File: config.mk
export PLATFORM = sky130hd
export DESIGN_NAME = snn_readout_ctrl
export DESIGN_NICKNAME = d
export VERILOG_FILES = /design/src/rtl/snn_readout_pkg.sv /design/src/rtl/snn_winner_select.sv /design/src/rtl/snn_readout_ctrl.sv
export SDC_FILE = /design/constraint.sdc
export NUM_CORES = 1
export LEC_CHECK = 0
export BUFFER_PORTS_ARGS = -buffer_cell sky130_fd_sc_hd__buf_4
export CAP_MARGIN = 30
export CELL_PAD_IN_SITES_DETAIL_PLACEMENT = 0
export CELL_PAD_IN_SITES_GLOBAL_PLACEMENT = 1
export CORE_ASPECT_RATIO = 1.25
export CORE_MARGIN = 4
export CORE_UTILIZATION = 43
export CTS_CLUSTER_DIAMETER = 80
export DETAILED_ROUTE_END_ITERATION = 8
export PLACE_DENSITY_LB_ADDON = 0.1
export SLEW_MARGIN = 20
export SYNTH_ARGS = -nofsm -noshare
export SYNTH_HDL_FRONTEND = slang
export SYNTH_SLANG_ARGS = --single-unit
export TNS_END_PERCENT = 50
File: constraint.sdc
create_clock -name i_clk -period 1.9 [get_ports i_clk]
set_input_delay 0.095 -clock i_clk [delete_from_list [all_inputs] [get_ports i_clk]]
set_output_delay 0.095 -clock i_clk [all_outputs]
set_load 0.1 [all_outputs]
File: src/rtl/snn_readout_pkg.sv
// Shared types and sizing helpers for the SNN output-layer readout sequencer.
package snn_readout_pkg;

  typedef logic [1:0] state_t;

  localparam state_t ST_IDLE  = 2'd0;
  localparam state_t ST_CLEAR = 2'd1;
  localparam state_t ST_RUN   = 2'd2;
  localparam state_t ST_DONE  = 2'd3;

  // One window covers every row at the largest possible weight count.
  function automatic int unsigned default_max_ticks(input int unsigned width,
                                                    input int unsigned height);
    return height * ((32'd1 << width) - 32'd1);
  endfunction

  function automatic int unsigned class_w(input int unsigned num_out);
    return (num_out > 1) ? $clog2(num_out) : 1;
  endfunction

endpackage

File: src/rtl/snn_winner_select.sv
// Lowest-index priority encoder over the neuron fire flags, plus any/tie flags.
module snn_winner_select
  import snn_readout_pkg::*;
#(
  parameter int unsigned NUM_OUT = 4,
  localparam int unsigned CLS_W  = class_w(NUM_OUT)
) (
  input  logic [NUM_OUT-1:0] i_fire,
  output logic [CLS_W-1:0]   o_idx,
  output logic               o_any,
  output logic               o_tie
);

  logic [NUM_OUT-1:0] w_fire_m1;

  assign w_fire_m1 = i_fire - {{(NUM_OUT-1){1'b0}}, 1'b1};

  always_comb begin
    o_idx = '0;
    // Descending scan so the lowest set index is written last and wins.
    for (int i = NUM_OUT - 1; i >= 0; i--) begin
      if (i_fire[i]) o_idx = CLS_W'(i);
    end
  end

  assign o_any = |i_fire;
  // Clearing the lowest set bit leaves something only if two or more were set.
  assign o_tie = |(i_fire & w_fire_m1);

endmodule

File: src/rtl/snn_readout_ctrl.sv
// Readout sequencer: clears the output neurons, gates one classification window,
// and hands back the first-to-fire class index over a valid/ready handshake.
module snn_readout_ctrl
  import snn_readout_pkg::*;
#(
  parameter int unsigned NUM_OUT   = 4,
  parameter int unsigned WIDTH     = 8,
  parameter int unsigned HEIGHT    = 7,
  parameter int unsigned MAX_TICKS = default_max_ticks(WIDTH, HEIGHT),
  localparam int unsigned CLS_W    = class_w(NUM_OUT),
  localparam int unsigned CNT_W    = $clog2(MAX_TICKS + 1)
) (
  input  logic               i_clk,
  input  logic               i_rst_n,
  input  logic               i_start,
  output logic               o_busy,
  input  logic [NUM_OUT-1:0] i_neuron_fire,
  output logic               o_neuron_clr_n,
  output logic               o_neuron_en,
  output logic [CLS_W-1:0]   o_result_class,
  output logic               o_result_timeout,
  output logic               o_result_tie,
  output logic               o_result_valid,
  input  logic               i_result_ready
);

  state_t             r_state, w_state_d;
  logic [CNT_W-1:0]   r_cnt, w_cnt_d;
  logic [CLS_W-1:0]   r_class, w_class_d;
  logic               r_timeout, w_timeout_d;
  logic               r_tie, w_tie_d;
  logic               r_busy, r_clr_n, r_en, r_valid;

  logic [CLS_W-1:0]   w_win_idx;
  logic               w_win_any, w_win_tie;
  logic               w_last_tick;

  snn_winner_select #(
    .NUM_OUT (NUM_OUT)
  ) u_winner (
    .i_fire (i_neuron_fire),
    .o_idx  (w_win_idx),
    .o_any  (w_win_any),
    .o_tie  (w_win_tie)
  );

  assign w_last_tick = (r_cnt == CNT_W'(MAX_TICKS - 1));

  always_comb begin
    w_state_d   = r_state;
    w_cnt_d     = r_cnt;
    w_class_d   = r_class;
    w_timeout_d = r_timeout;
    w_tie_d     = r_tie;
    case (r_state)
      ST_IDLE: begin
        if (i_start) w_state_d = ST_CLEAR;
      end
      ST_CLEAR: begin
        w_cnt_d   = '0;
        w_state_d = ST_RUN;
      end
      ST_RUN: begin
        w_cnt_d = r_cnt + CNT_W'(1);
        // A fire on the last tick still beats the timeout.
        if (w_win_any) begin
          w_class_d   = w_win_idx;
          w_tie_d     = w_win_tie;
          w_timeout_d = 1'b0;
          w_state_d   = ST_DONE;
        end else if (w_last_tick) begin
          w_class_d   = '0;
          w_tie_d     = 1'b0;
          w_timeout_d = 1'b1;
          w_state_d   = ST_DONE;
        end
      end
      ST_DONE: begin
        if (i_result_ready) w_state_d = ST_IDLE;
      end
      default: w_state_d = ST_IDLE;
    endcase
  end

  // Status outputs are registered from the next state so they line up with r_state.
  always_ff @(posedge i_clk or negedge i_rst_n) begin
    if (!i_rst_n) begin
      r_state   <= ST_IDLE;
      r_cnt     <= '0;
      r_class   <= '0;
      r_timeout <= 1'b0;
      r_tie     <= 1'b0;
      r_busy    <= 1'b0;
      r_clr_n   <= 1'b0;
      r_en      <= 1'b0;
      r_valid   <= 1'b0;
    end else begin
      r_state   <= w_state_d;
      r_cnt     <= w_cnt_d;
      r_class   <= w_class_d;
      r_timeout <= w_timeout_d;
      r_tie     <= w_tie_d;
      r_busy    <= (w_state_d != ST_IDLE);
      r_clr_n   <= (w_state_d != ST_CLEAR);
      r_en      <= (w_state_d == ST_RUN);
      r_valid   <= (w_state_d == ST_DONE);
    end
  end

  assign o_busy           = r_busy;
  assign o_neuron_clr_n   = r_clr_n;
  assign o_neuron_en      = r_en;
  assign o_result_class   = r_class;
  assign o_result_timeout = r_timeout;
  assign o_result_tie     = r_tie;
  assign o_result_valid   = r_valid;

endmodule

==> metrics.yaml <==
clocking:
  cts_inserted_buffers: 3
  cts.root.buffer_cell: "sky130_fd_sc_hd__clkbuf_4"
  ctsResizeCount: 0
  post_cts_hold_buffer_count: 1
  postCtsSetupRepairBufs: 0
  cts.htree.levels: 1
  clk_pin_slew_ps: 110
  clock_insertion_delay_worst_skew_ps: 300
  tritoncts: "done"
  cts.sinks: 21
  cts_buffer_depth: 2
power_and_ir_drop:
  pwr-share-seq_pct: 27.1
  max-vdd-ir-drop_uv: 1190
  power.density_nw_per_um2: 1680
  comb_power_share_pct: 63.4
  p_sw_mw: 1.14
  power.internal_mw: 1.14
  power.share.clock_pct: 9.4
  total_leakage_power_nw: 0.664
  switching_share_pct: 50.0
yosys:
  synth-main-ff-cell: "sky130_fd_sc_hd__dfrtp_1"
  mappedNetlistNets: 122
  mappedNetlistArea_sq_um: 1140
  synth_top_cell_by_area: "sky130_fd_sc_hd__dfrtp_1"
  postSynthRegisterBits: 21
  unique_masters_post_synth: 36
  syn_area_per_cell_sq_um: 10.4
  synth_top_area_share_pct: 46.2
  syn-instance-count: 109
  synth_seq_area_share_pct: 46.2
  yosysWarningCount: 0
  synthTopCellsByArea: "sky130_fd_sc_hd__dfrtp_1, sky130_fd_sc_hd__ha_1, sky130_fd_sc_hd__o41ai_4"
  number_of_flops_mapped_to_enable_cells_by_yosys: 0
  synth_async_sr_flop_share_pct: 100
sta:
  setup_viol: 0
  min_period_over_period_pct: 90.7
  worst_pin_slew_ps: 411
  timing_hold_violations_final: 0
  worst_relative_slew_slack_pct: 72.5
  fin_setup_tns_ps: 0
  timing_max_transition_violations_final: 0
  finClkSkew_ps: 1.40
  finalWorstPathRequiredPeriod_ps: 1720
  max_freq_mhz: 580
  setup_repair_after_global_routing_missed_its_margin: "no"
final_layout:
  syn2layout_area_growth_pct: 19.3
  num_antenna_cells: 0
  post_route_cells_drive_above_1_share_pct: 22.7
  n_fill_cell: 239
  layout.nets: 146
  mostFrequentLayoutCells: "sky130_fd_sc_hd__dfrtp_1, sky130_fd_sc_hd__buf_4, sky130_fd_sc_hd__inv_1"
  post-route-cell-area_sq_um: 1360
  layout_commonest_cell: "sky130_fd_sc_hd__dfrtp_1"
placement:
  globalplace.congestion: 0.767
  placement.io_buffers: 15
  place.detailed.hpwl_um: 1740
  dpl-instance-area_sq_um: 1320
setup_path:
  path_class: "register to register"
  worstPathMaxFanout: 12
  end_kind: "register"
  worstPathRequired_ps: 2110
  crit_arrival_ps: 1930
  nature_of_the_critical_path_startpoint: "register"
drt:
  drt_drc_violations_left: 0
  route.antenna.remaining_nets: 0
  detail_route.first_pass.iterations: 4
  vias: 858
  drt-vias-per-instance: 5.20
  drt-initial-drc-count: 6
  wl_per_cell_um: 13.4
  routed_wirelength_um: 2200
grt:
  first_pass_grt_wire_length_um: 4070
  grt_overflow: 0
  number_of_global_route_vias_before_repair: 921
  gr-usage-all-layers_pct: 15.6
  pin_count_of_the_biggest_net_entering_global_routing: 22
  grt_antenna_before_repair: 0
floorplanning:
  ios: 16
  design.die.area_sq_um: 3540
  floorplan.initialDensity_pct: 45.9
  die_h_um: 65.5
  die_width_um: 54
  design.core.area_sq_um: 2480
  num_rows: 20
outcome:
  outcome: "completed"
min_path:
  timing.hold.worst.class: "primary input to register"
flow_run:
  timing.max_cap.violations: 0
area by class of cell:
type                       count  area (sq um)  area share, %
timing repair buffer          21           160           11.8
tap                           33          41.3           3.04
sequential                    21           526           38.7
inverter                      10          37.5           2.77
multi-input combinational     76           566           41.7
clock buffer                   4          26.3           1.94
per-stage QoR:
stage | utilization, % | power [mW] | setup slack, ps | hold WS, ps | cells
2_1_floorplan | - | 1.72 | 188 | -201 | 109
3_3_place_gp | 53.3 | 2.06 | 240 | -8.03 | 160
3_5_place_dp | 53.3 | 2.08 | 198 | -5.03 | 160
4_1_cts | 54.7 | 2.31 | 176 | 97.0 | 165
5_1_grt | 54.7 | 2.47 | 39.2 | 112 | 165
6_report | 54.7 | 2.28 | 176 | 103 | 165
metal layers:
layer,wire length (um),GRT usage [%]
met4,21,6.54
met5,0,0
met1,960,19.4
met2,1170,25.9
met3,56,2.95
sequential cells by signal (all words and copies together) (netlist names):
signal            count
r_state               2
r_cnt                11
o_neuron_clr_n        1
o_result_tie          1
o_result_class        2
o_neuron_en           1
o_result_timeout      1
o_result_valid        1
o_busy                1
power by group through the flow:
stage	Sequential [mW]	Clock [mW]	Combinational, mW
after CTS	0.619	0.231	1.46
after floorplan	1.08	0	0.635
after detailed placement	0.628	0	1.45
final	0.618	0.215	1.44
after global placement	0.622	0	1.43
after global routing	0.631	0.250	1.59
logic make-up after synthesis:
group	count (synthesis)	synth area share, %
muxes	2	1.87
DFF	21	46.2
and+or+nand+nor	41	20.4
xor gates and xnor gates	2	1.54
AOI/OAI and AO/OA	26	20.5
adders and majority gates	5	5.50
buffers and inverters	12	4.07
worst paths after layout:
| check | startpoint | end | slack (ps) | cells after the start |
|---|---|---|---|---|
| max in group asynchronous | i_rst_n | o_result_class[0] | 1500 | 2 |
| max | r_state[1] | o_busy | 180 | 6 |
| min in group asynchronous | i_rst_n | o_result_timeout | 200 | 2 |
| max reg2reg | r_state[1] | o_busy | 180 | 6 |
| min reg2reg | o_result_class[0] | o_result_class[0] | 500 | 1 |
| min | i_neuron_fire[0] | o_result_class[1] | 100 | 3 |
cells in the mapped netlist (all sizes together), types with 2 or more instances:
cell type,n
a21oi,4
a22o,2
and2,2
dfrtp,21
ha,5
inv,10
nand2,8
nand2b,2
nand3,7
nand4,2
nor2,8
nor2b,3
nor3,2
nor4,2
o211ai,2
o21a,2
o21ai,7
o41ai,2
or4,2
xnor2,2
worst max-delay path, stage by stage (launching register included):
cell and delay (ps):
sky130_fd_sc_hd__dfrtp_1 460, sky130_fd_sc_hd__ha_1 220, sky130_fd_sc_hd__buf_4 180, sky130_fd_sc_hd__o41ai_4 80, sky130_fd_sc_hd__o41ai_4 190, sky130_fd_sc_hd__o32a_4 370, sky130_fd_sc_hd__nand2b_4 140
Note: power is estimated with default switching activity, not from simulation.
